## src/rtl/shared_net_arbiter_if.sv

```systemverilog
// rtl/shared_net_arbiter_if.sv - requester/arbiter bundle for the shared result net
interface shared_net_arbiter_if #(
    parameter int N_REQ = 4,
    parameter int DW    = 8
);
    localparam int OW = $clog2(N_REQ);

    logic [N_REQ-1:0]    req;
    logic [N_REQ*DW-1:0] din;
    logic [N_REQ-1:0]    gnt;
    logic [OW-1:0]       owner;
    logic [DW-1:0]       bus_out;
    logic                bus_valid;
    logic                busy;

    modport master (
        output req, din,
        input  gnt, owner, bus_out, bus_valid, busy
    );

    modport slave (
        input  req, din,
        output gnt, owner, bus_out, bus_valid, busy
    );
endinterface

```

## src/rtl/shared_net_arbiter.sv

```systemverilog
// rtl/shared_net_arbiter.sv - round-robin owner of a single shared net with one dead cycle between owners
module shared_net_arbiter #(
    parameter int N_REQ    = 4,
    parameter int DW       = 8,
    parameter int MAX_HOLD = 8
) (
    input  logic               clk,
    input  logic               rst_n,
    shared_net_arbiter_if.slave bus
);
    localparam int OW = $clog2(N_REQ);
    localparam int HW = $clog2(MAX_HOLD + 1);
    localparam logic [OW-1:0] LAST_IDX  = OW'(N_REQ - 1);
    localparam logic [HW-1:0] LAST_BEAT = HW'(MAX_HOLD - 1);

    typedef enum logic [1:0] {
        IDLE = 2'd0,
        OWN  = 2'd1,
        GAP  = 2'd2
    } state_t;

    state_t           r_state;
    logic [N_REQ-1:0] r_gnt;
    logic [OW-1:0]    r_owner;
    logic [OW-1:0]    r_rr_ptr;
    logic [HW-1:0]    r_hold_cnt;
    logic [DW-1:0]    r_bus_out;
    logic             r_bus_valid;

    state_t           w_state_nxt;
    logic [N_REQ-1:0] w_gnt_nxt;
    logic [OW-1:0]    w_owner_nxt;
    logic [OW-1:0]    w_rr_ptr_nxt;
    logic [HW-1:0]    w_hold_cnt_nxt;
    logic [DW-1:0]    w_bus_out_nxt;
    logic             w_bus_valid_nxt;

    logic [OW:0]      w_arb;
    logic             w_found;
    logic [OW-1:0]    w_win;
    logic [N_REQ-1:0] w_win_onehot;
    logic             w_req_owner;
    logic [DW-1:0]    w_din_owner;
    logic [OW-1:0]    w_owner_inc;

    // Search upward from ptr with an explicit wrap so non-power-of-two N_REQ works.
    function automatic logic [OW:0] arbitrate(input logic [N_REQ-1:0] r, input logic [OW-1:0] ptr);
        logic          found;
        logic [OW-1:0] win;
        logic [OW-1:0] sel;
        int            idx;
        found = 1'b0;
        win   = '0;
        for (int k = 0; k < N_REQ; k++) begin
            idx = int'(ptr) + k;
            if (idx >= N_REQ) begin
                idx = idx - N_REQ;
            end
            sel = OW'(idx);
            if (!found && r[sel]) begin
                found = 1'b1;
                win   = sel;
            end
        end
        return {found, win};
    endfunction

    assign w_arb        = arbitrate(bus.req, r_rr_ptr);
    assign w_found      = w_arb[OW];
    assign w_win        = w_arb[OW-1:0];
    assign w_win_onehot = N_REQ'(1) << w_win;
    assign w_req_owner  = bus.req[r_owner];
    assign w_din_owner  = bus.din[r_owner*DW +: DW];
    assign w_owner_inc  = (r_owner == LAST_IDX) ? '0 : r_owner + 1'b1;

    always_comb begin
        w_state_nxt     = r_state;
        w_gnt_nxt       = r_gnt;
        w_owner_nxt     = r_owner;
        w_rr_ptr_nxt    = r_rr_ptr;
        w_hold_cnt_nxt  = r_hold_cnt;
        w_bus_out_nxt   = r_bus_out;
        w_bus_valid_nxt = 1'b0;

        case (r_state)
            IDLE: begin
                w_gnt_nxt = '0;
                if (w_found) begin
                    w_state_nxt    = OWN;
                    w_gnt_nxt      = w_win_onehot;
                    w_owner_nxt    = w_win;
                    w_hold_cnt_nxt = '0;
                end
            end
            OWN: begin
                if (w_req_owner) begin
                    w_bus_out_nxt   = w_din_owner;
                    w_bus_valid_nxt = 1'b1;
                    if (r_hold_cnt == LAST_BEAT) begin
                        w_state_nxt    = GAP;
                        w_gnt_nxt      = '0;
                        w_rr_ptr_nxt   = w_owner_inc;
                        w_hold_cnt_nxt = '0;
                    end else begin
                        w_hold_cnt_nxt = r_hold_cnt + 1'b1;
                    end
                end else begin
                    // Release beats the hold limit: no beat on this edge.
                    w_state_nxt    = GAP;
                    w_gnt_nxt      = '0;
                    w_rr_ptr_nxt   = w_owner_inc;
                    w_hold_cnt_nxt = '0;
                end
            end
            GAP: begin
                if (w_found) begin
                    w_state_nxt    = OWN;
                    w_gnt_nxt      = w_win_onehot;
                    w_owner_nxt    = w_win;
                    w_hold_cnt_nxt = '0;
                end else begin
                    w_state_nxt = IDLE;
                end
            end
            default: begin
                w_state_nxt = IDLE;
                w_gnt_nxt   = '0;
            end
        endcase
    end

    always_ff @(posedge clk or negedge rst_n) begin
        if (!rst_n) begin
            r_state     <= IDLE;
            r_gnt       <= '0;
            r_owner     <= '0;
            r_rr_ptr    <= '0;
            r_hold_cnt  <= '0;
            r_bus_out   <= '0;
            r_bus_valid <= 1'b0;
        end else begin
            r_state     <= w_state_nxt;
            r_gnt       <= w_gnt_nxt;
            r_owner     <= w_owner_nxt;
            r_rr_ptr    <= w_rr_ptr_nxt;
            r_hold_cnt  <= w_hold_cnt_nxt;
            r_bus_out   <= w_bus_out_nxt;
            r_bus_valid <= w_bus_valid_nxt;
        end
    end

    assign bus.gnt       = r_gnt;
    assign bus.owner     = r_owner;
    assign bus.bus_out   = r_bus_out;
    assign bus.bus_valid = r_bus_valid;
    assign bus.busy      = (r_state != IDLE);
endmodule

```

## src/flat_wrapper.sv

```systemverilog
// flat-port wrapper written by rule: the top's interface ports become plain ports
module shared_net_arbiter_flat 
#(
    parameter int N_REQ    = 4,
    parameter int DW       = 8,
    parameter int MAX_HOLD = 8
)
  (clk, rst_n, bus_req, bus_din, bus_gnt, bus_owner, bus_bus_out, bus_bus_valid, bus_busy);
  shared_net_arbiter_if #(.N_REQ(N_REQ), .DW(DW)) bus_i ();
  input  logic clk;
  input  logic rst_n;
  input wire logic [$bits(bus_i.req)-1:0] bus_req;
  input wire logic [$bits(bus_i.din)-1:0] bus_din;
  output wire logic [$bits(bus_i.gnt)-1:0] bus_gnt;
  output wire logic [$bits(bus_i.owner)-1:0] bus_owner;
  output wire logic [$bits(bus_i.bus_out)-1:0] bus_bus_out;
  output wire logic [$bits(bus_i.bus_valid)-1:0] bus_bus_valid;
  output wire logic [$bits(bus_i.busy)-1:0] bus_busy;
  assign bus_i.req = bus_req;
  assign bus_i.din = bus_din;
  assign bus_gnt = bus_i.gnt;
  assign bus_owner = bus_i.owner;
  assign bus_bus_out = bus_i.bus_out;
  assign bus_bus_valid = bus_i.bus_valid;
  assign bus_busy = bus_i.busy;
  shared_net_arbiter #(.N_REQ(N_REQ), .DW(DW), .MAX_HOLD(MAX_HOLD)) u_core (.clk(clk), .rst_n(rst_n), .bus(bus_i));
endmodule
```

## config.mk

```make
export PLATFORM = sky130hd
export DESIGN_NAME = shared_net_arbiter_flat
export DESIGN_NICKNAME = d
export VERILOG_FILES = /design/src/rtl/shared_net_arbiter_if.sv /design/src/rtl/shared_net_arbiter.sv /design/src/flat_wrapper.sv
export SDC_FILE = /design/constraint.sdc
export NUM_CORES = 1
export LEC_CHECK = 0
export BUFFER_PORTS_ARGS = -buffer_cell sky130_fd_sc_hd__clkbuf_2
export CAP_MARGIN = 40
export CORE_MARGIN = 8
export CORE_UTILIZATION = 45
export CTS_CLUSTER_DIAMETER = 30
export DETAILED_ROUTE_END_ITERATION = 10
export HOLD_SLACK_MARGIN = 0.06
export PLACE_DENSITY = 0.76
export RECOVER_POWER = 50
export SYNTH_ARGS = -nofsm -noshare
export SYNTH_HDL_FRONTEND = slang
export SYNTH_SLANG_ARGS = --single-unit
```

## constraint.sdc

```tcl
create_clock -name clk -period 4 [get_ports clk]
set_clock_uncertainty 0.2 [all_clocks]
set_input_delay 0.2 -clock clk [delete_from_list [all_inputs] [get_ports clk]]
set_output_delay 0.2 -clock clk [all_outputs]
set_load 0.005 [all_outputs]
```

==> results of run 1 <==
## cell usage in the layout, fill, tap and decap left out, types with 3 or more instances in the layout
master and count:
clkbuf_2 46, dfrtp_1 23, mux4_2 9, nand2_1 9, clkbuf_1 8, mux2_4 7, nand3_1 4, o21ai_0 3
inv_1 3, nor2_1 3, clkbuf_4 3
## area by class of cell
type,count,area [µm²]
fillers,253,1140
multi-input cells,67,651
flip-flops and latches,23,576
repair buffers,54,267
well taps,31,38.8
clock buffers,4,26.3
inverters,4,15.0
## per-stage QoR
stage / total power [mW] / utilization / cell area (µm²) / worst slack, ns
after CTS: 1.08 / 0.584 / 1580 / 1.68
after detailed placement: 0.970 / 0.570 / 1550 / 1.71
after floorplan: 0.806 / - / 1260 / 2.16
after global routing: 1.14 / 0.580 / 1570 / 1.59
after global placement: 0.949 / 0.570 / 1550 / 1.76
final: 1.06 / 0.580 / 1570 / 1.70
## critical path, stage by stage, from the launching register on
cell     delay [ns]
dfrtp_1        0.77
mux4_2         0.65
nand2_2        0.11
inv_2          0.13
mux2_1         0.34
## routing by layer
layer	GRT usage	part of all wire	vias up	wire, µm
li1	-	-	477	-
met1	0.157	0.38	494	1190
met2	0.234	0.57	18	1780
met3	0.0275	0.036	2	112
met4	0.0226	0.0055	0	17
met5	0	0	-	0
## repair_timing
item / 4_1_cts / 5_1_grt
gates resized for setup: 0 / 0
hold buffers: 1 / 0
endpoints found under the hold margin: 23 / 0
## power by group
group | switching (mW) | internal, mW | total (mW) | leakage (nW)
Combinational | 0.206 | 0.301 | 0.507 | 0.460
Clock | 0.0684 | 0.0389 | 0.107 | 0.0150
Sequential | 0.113 | 0.332 | 0.446 | 0.289
Total | 0.388 | 0.672 | 1.06 | 0.763
## cells in the mapped netlist, types with 2 or more instances
cell type	n	area share
a21oi_1	2	0.0079
a22o_1	2	0.014
buf_2	2	0.0079
dfrtp_1	23	0.46
ha_1	2	0.020
inv_1	3	0.0089
mux2_1	2	0.018
mux2_4	7	0.083
mux4_2	9	0.16
nand2_1	9	0.027
nand3_1	4	0.016
nand3b_1	2	0.012
nor2_1	3	0.0089
o21ai_0	3	0.012
o21ai_1	2	0.0079
o2bb2ai_1	2	0.014
## path summary, 6_finish.rpt
path                                            start               endpoint  slack, ns
worst max-delay path              u_core.bus.owner[0]  u_core.bus.bus_out[0]       1.70
worst min-delay path                       bus_din[0]  u_core.bus.bus_out[0]       0.12
worst max register to register    u_core.bus.owner[0]  u_core.bus.bus_out[0]       1.70
worst min register to register  u_core.bus.bus_out[0]  u_core.bus.bus_out[0]       0.31
max in group asynchronous                       rst_n      u_core.r_state[1]       2.40
min in group asynchronous                       rst_n  u_core.bus.bus_out[3]       0.46
## state kept, by name, indices dropped and copies added (netlist names)
name,flops
u_core.bus.owner,2
u_core.bus.bus_valid,1
u_core.r_hold_cnt,4
u_core.r_state,2
u_core.r_rr_ptr,2
u_core.bus.bus_out,8
u_core.bus.gnt,4
## logic make-up (layout without fill, tap and decap cells)
logic type	after synthesis	in the layout	synth area share
flip-flops	23	23	0.456
adder cells (fa/ha/maj)	2	2	0.0198
AND/OR/NAND/NOR	28	28	0.115
multiplexers	20	20	0.278
AO/OA/AOI/OAI	17	17	0.102
buffers and inverters	7	62	0.0287
==> reports/results.txt, run 1 <==
status -> completed
Post-Route WL -> 3100 µm
Critical Path AT -> 2.31 ns
initial antenna violation count -> 0
number of flops mapped to enable cells by yosys -> 0
Period minus WS final -> 2.30 ns
H-tree depth -> 1
LEAKAGE -> 0.763 nW
Die ar. -> 0.00476 mm²
first drt pass iteration count -> 4
final antenna-violating net count -> 0
detailed-route DRC error count -> 0
VDD IR max -> 0.000554 V
Reg clk slew, reported paths -> 0.13 ns
WHS -> 0.116 ns
Final HPWL DP -> 2510 µm
grt total ovfl -> 0
type of origin of the critical path -> flop
Seq/Total Area, Yosys -> 0.456
synth-to-layout area growth -> 24.6%
Setup Fix Bufs, Post-CTS -> 0
Final setup viols -> 0
Post-Place Cells -> 178
Max Cap Viol -> 0
GPL Wtd Cong -> 0.814
largest net degree at the start of global routing -> 24
Clock Tree Root -> clkbuf_4
num ports -> 54
Seq cells post-synth -> 23
Chip Width -> 69.0 µm
worst relative slew slack -> 0.168
worst-margin pin slew -> 1.25 ns
fin nets -> 193
Die Ht -> 69.0 µm
unrepaired setup endpoints after global routing -> no
Netlist Area Pre-Place -> 0.00126 mm²
Top FF cell, synth -> dfrtp_1
setup tns final -> 0 ns
Tcrit/Tclk final -> 0.575
Post-Layout Cell Count -> 183
DR vias -> 991
standard-cell rows -> 19
Worst Setup End Kind -> flop
asr flop ratio synth -> 1.00
# port buffers -> 53
Hold WC Path Type -> input port to flop
Initial Utilization -> 0.466
CP Data Required Time -> 4.01 ns
Pwr Density -> 674 mW/mm²
Antenna diodes -> 0
routed len/inst -> 16.9 µm
Clock Path Buffers -> 2
core area -> 0.00271 mm²
syn_nets -> 137
Hold Crit Depth -> 3
CTS Buf Count -> 3
GRT Resource Usage Total -> 0.130
drt initial violations -> 35
Yosys cell types -> 36
max-slew violations -> 0
CTS tree -> done
Syn Inst Count -> 97
Syn. warnings -> 0
worst setup path category -> flop to flop
crit-path max FO -> 13
first-pass GRT wire length -> 4820 µm
share of cells above drive strength 1 -> 0.467
via density per instance -> 5.42
mean post-synth cell area -> 13.0 µm²
Worst-Skew Late Latency -> 0.31 ns
vias in the first global route -> 1054
Final Hold Viols -> 0
FMAX -> 435 MHz
clock tree sinks -> 23
cells on worst reg2reg path -> 4
Power figures use the tool's default switching activity.
==> run 2: changes to the inputs <==
Clock period 4 ns to 2.2 ns, I/O delays scaled along.
==> run 2 against run 1 <==
Net effect:
- cell count up 19%
- register-to-register slack lost 1.3 ns
- sequential share of layout area is 6.5 points lower
- flip-flop and latch count stayed put
- worst hold slack worse by 0.043 ns
- non-clock buffer count is 34 higher
- final area is 21% higher
- worst setup slack got worse by 1.3 ns
- power grew 91%
- global-route usage is 3.1 points higher
- core utilization increased by 12 points
- wire length is 29% higher
==> reports/results.txt, run 2 (same netlist as run 1, synthesis figures left out) <==
vias in the first global route -> 1246
DR vias -> 1170
detailed-route DRC error count -> 0
logic gate share of total power -> 0.535
Reg clk slew, reported paths -> 0.13 ns
VDD IR max -> 0.000780 V
CTS Buf Count -> 3
first drt pass iteration count -> 4
GPL Wtd Cong -> 0.793
Final setup viols -> 0
final core utilization -> 0.705
cells on worst reg2reg path -> 4
setup tns final -> 0 ns
initial antenna violation count -> 0
Pwr Density -> 1060 mW/mm²
Setup Fix Bufs, Post-CTS -> 0
fillcell total -> 204
max-slew violations -> 0
reg2reg setup slack -> 0.35 ns
Clock Path Buffers -> 2
worst relative slew slack -> 0.173
launch point of the worst hold path -> bus_req[3]
Die ar. -> 0.00476 mm²
Tcrit/Tclk final -> 0.840
most frequent cells in the layout -> clkbuf_2, dlygate4sd3_1, dfrtp_1
Critical Path AT -> 1.86 ns
H-tree depth -> 1
core area -> 0.00271 mm²
clock tree sinks -> 23
Clk pwr share -> 0.096
total power -> 2.03 mW
GRT Resource Usage Total -> 0.161
share of cells above drive strength 1 -> 0.392
Worst Setup End Kind -> flop
Worst-Skew Late Latency -> 0.31 ns
fin nets -> 227
P_sw -> 0.747 mW
switching share of power -> 0.369
Final Hold Viols -> 0
worst setup path category -> flop to flop
largest net degree at the start of global routing -> 24
Hold Crit Depth -> 4
Post-Route WL -> 4010 µm
max reg flops -> 8
standard-cell rows -> 19
# port buffers -> 53
routed len/inst -> 18.4 µm
Reg power frac -> 0.368
Critical R2R Launch -> u_core.bus.owner[0]
Final HPWL DP -> 2550 µm
unrepaired setup endpoints after global routing -> no
drt initial violations -> 51
first-pass GRT wire length -> 5730 µm
LEAKAGE -> 0.907 nW
worst r2r dst -> u_core.bus.bus_out[0]
crit-path max FO -> 11
num ports -> 54
type of origin of the critical path -> flop
Chip Width -> 69.0 µm
Max Cap Viol -> 0
grt total ovfl -> 0
Hold Path End -> u_core.r_state[0]
Post-Layout Cell Count -> 218
Initial Utilization -> 0.466
Hold WC Path Type -> input port to flop
WHS -> 0.0735 ns
worst-margin pin slew -> 1.24 ns
Clock Tree Root -> clkbuf_4
Die Ht -> 69.0 µm
final antenna-violating net count -> 0
CTS tree -> done
status -> completed
CP Data Required Time -> 2.21 ns
synth-to-layout area growth -> 51.3%
commonest non-fill, non-tap cell in the layout -> clkbuf_2
Period minus WS final -> 1.85 ns
Post-Place Cells -> 180
internal power -> 1.28 mW
via density per instance -> 5.37
FMAX -> 541 MHz
run 2: how the worst max path moves through the flow:
stage,startpoint,end,cells past startpoint
floorplan,u_core.bus.owner[0],u_core.bus.bus_out[1],5
global placement,u_core.bus.owner[0],u_core.bus.bus_out[0],4
detailed placement,u_core.bus.owner[0],u_core.bus.bus_out[0],4
CTS,u_core.bus.owner[0],u_core.bus.bus_out[0],4
global route,u_core.bus.owner[0],u_core.bus.bus_out[0],4
finish,u_core.bus.owner[0],u_core.bus.bus_out[0],4
run 2: layer usage:
metal / vias up / part of all wire / GRT usage
met1: 568 / 0.35 / 0.173
met2: 45 / 0.57 / 0.299
li1: 545 / - / -
met4: 0 / 0.032 / 0.0602
met3: 12 / 0.049 / 0.0339
met5: - / 0 / 0
run 2: power by group through the flow:
| stage | sequential, mW | clock [mW] | combinational [mW] |
|---|---|---|---|
| after floorplan | 0.737 | 0 | 0.728 |
| after global placement | 0.739 | 0 | 1.02 |
| after detailed placement | 0.744 | 0 | 1.06 |
| after CTS | 0.739 | 0.195 | 1.09 |
| after global routing | 0.770 | 0.216 | 1.19 |
| final | 0.747 | 0.195 | 1.09 |
run 2: final cells by class:
| class | count | area [µm²] | share of cell area |
|---|---|---|---|
| inverter | 4 | 15.0 | 0.00786 |
| multi-input combinational | 67 | 651 | 0.341 |
| clock buffer | 3 | 22.5 | 0.0118 |
| sequential | 23 | 576 | 0.301 |
| timing repair buffer | 88 | 601 | 0.314 |
| clock inverter | 1 | 5.00 | 0.00262 |
| antenna | 1 | 2.50 | 0.00131 |
| tap | 31 | 38.8 | 0.0203 |
run 2: critical path, cell delays in order, from the launching register on:
cell     delay [ns]
dfrtp_1        0.39
mux4_2         0.57
nand2_2        0.11
inv_2          0.13
mux2_1         0.34
run 2: metrics by stage:
step                setup WS [ns]  cell area (µm²)
detailed placement          0.376             1560
global placement            0.419             1560
floorplan                   0.363             1260
finish                      0.352             1910
CTS                         0.360             1830
global route                0.276             1910
run 2: what timing repair did:
action                    CTS  global route
hold buffers               24             9
resized for setup           0             0
hold endpoints to repair   29             3
==> run 3: changes to the inputs <==
Settings changed: CORE_UTILIZATION 45 to 42, PLACE_DENSITY 0.76 to 0.75.
Clock period 2.2 ns to 1.6 ns, I/O delays scaled along.
==> run 3 against run 2 <==
Net effect:
- the flow now finishes with violations (setup timing)
- first-iteration DRC count fell by 61%
- sequential power up 34%
- via count is 6.0% higher
- combinational power grew 78%
- largest cell class is now non-clock buffers
==> reports/results.txt, run 3 (same netlist as run 1, synthesis figures left out) <==
total power -> 3.20 mW
first-pass GRT wire length -> 6610 µm
share of cells above drive strength 1 -> 0.522
top layer in use -> met4
largest net degree at the start of global routing -> 24
worst relative slew slack -> 0.612
most frequent cells in the layout -> clkbuf_2, dlygate4sd3_1, dfrtp_1
type of origin of the critical path -> flop
Final setup viols -> 19
FMAX -> 557 MHz
detailed-route DRC error count -> 0
CP Cell Sequence -> mux4_2 -> a21boi_4 -> mux2_4
worst setup path category -> flop to flop
M1 WL -> 1640 µm
Worst-Skew Late Latency -> 0.30 ns
num ports -> 54
VDD IR max -> 0.000937 V
LEAKAGE -> 1.03 nW
DR vias -> 1240
post-place setup slack -> -0.214 ns
grt total ovfl -> 0
crit-path max FO -> 4
slack of the critical path -> -0.195 ns
vias in the first global route -> 1351
Period minus WS final -> 1.80 ns
first drt pass iteration count -> 4
Clock Path Buffers -> 2
Clock Tree Root -> clkbuf_4
# port buffers -> 53
core area -> 0.00295 mm²
register area -> 577 µm²
synth-to-layout area growth -> 66.9%
Post-Route WL -> 3920 µm
Hold WC Path Type -> input port to async pin
failing checks -> setup timing
met3 wire len -> 251 µm
final core utilization -> 0.714
Initial Utilization -> 0.428
clock tree sinks -> 23
standard-cell rows -> 20
max-slew violations -> 0
Max Cap Viol -> 0
fin nets -> 242
CTS tree -> done
CTS Buf Count -> 3
initial antenna violation count -> 0
final antenna-violating net count -> 0
Chip Width -> 70.8 µm
H-tree depth -> 1
GRT Resource Usage Total -> 0.162
Worst path max stage delay -> 0.60 ns
unrepaired setup endpoints after global routing -> yes
Critical Path AT -> 1.80 ns
GPL Wtd Cong -> 0.781
via density per instance -> 5.30
Antenna diodes -> 0
routed len/inst -> 16.8 µm
fillcell total -> 203
crit path max-delay cell type -> mux4_2
commonest non-fill, non-tap cell in the layout -> clkbuf_2
Worst Setup End Kind -> flop
Die Ht -> 70.8 µm
Reg clk slew, reported paths -> 0.13 ns
Final Hold Viols -> 0
Final HPWL DP -> 2630 µm
Multi-input gate area -> 698 µm²
Tcrit/Tclk final -> 1.12
Pwr Density -> 1520 mW/mm²
met2 WL -> 2020 µm
Die ar. -> 0.00502 mm²
max reg flops -> 8
CP Data Required Time -> 1.61 ns
worst-margin pin slew -> 0.582 ns
status -> finished with violations
drt initial violations -> 20
==> run 3: cell count changes in the layout (fill, tap and decap cells not counted), sizes merged <==
cell / before / now
diode: 1 / 0
buf: 2 / 18
clkbuf: 56 / 55
==> run 3: power by group <==
part / switching (mW) / internal [mW] / leakage [nW]
Clock: 0.170 / 0.0930 / 0.0177
Sequential: 0.166 / 0.836 / 0.288
Combinational: 0.796 / 1.14 / 0.724
==> run 3: layout make-up <==
class | instances | area share
inverter | 4 | 0.0107
sequential | 23 | 0.274
clock buffer | 3 | 0.0107
multi-input combinational | 67 | 0.331
clock inverter | 1 | 0.00238
tap | 33 | 0.0196
timing repair buffer | 103 | 0.352
==> run 3: final timing paths <==
| check | start | depth (start not counted) | slack (ns) | end |
|---|---|---|---|---|
| worst max-delay path | u_core.bus.owner[0] | 3 | -0.20 | u_core.r_rr_ptr[1] |
| worst min-delay path | rst_n | 2 | 0.09 | u_core.bus.owner[0] |
| worst max register to register | u_core.bus.owner[0] | 3 | -0.20 | u_core.r_rr_ptr[1] |
| worst min register to register | u_core.bus.bus_out[0] | 1 | 0.31 | u_core.bus.bus_out[0] |
| max in group asynchronous | rst_n | 2 | 0.71 | u_core.r_rr_ptr[1] |
| min in group clk | bus_req[2] | 3 | 0.10 | u_core.bus.gnt[2] |
==> run 3: worst max-delay path: cells and delay by family (launching register included) <==
kind	cells	cell delay (ns)
mux	2	0.91
flops	1	0.39
compound gates	1	0.20
==> run 3: per-stage QoR <==
stage               hold slack, ns  cells  setup TNS [ns]  cell area [µm²]
finish                      0.0870    234           -2.58             2110
global route                 0.112    234           -3.39             2110
CTS                         0.0877    233           -2.59             2070
detailed placement         -0.0916    193           -2.26             1650
global placement            -0.105    193           -1.79             1650
floorplan                   -0.416     97           -2.56             1260
==> run 3: what timing repair did <==
action | in CTS | in global routing
pin swaps | 3 | 1
gates cloned | 0 | 0
hold buffers | 33 | 0
resized for setup | 10 | 12
setup buffers | 3 | 1
setup endpoints to repair | 16 | 23
endpoints found under the hold margin | 31 | 0
==> run 3: layer usage <==
layer | vias up | track usage
met2 | 42 | 0.285
met1 | 618 | 0.195
met5 | - | 0
li1 | 578 | -
met4 | 0 | 0.0139
met3 | 2 | 0.0494
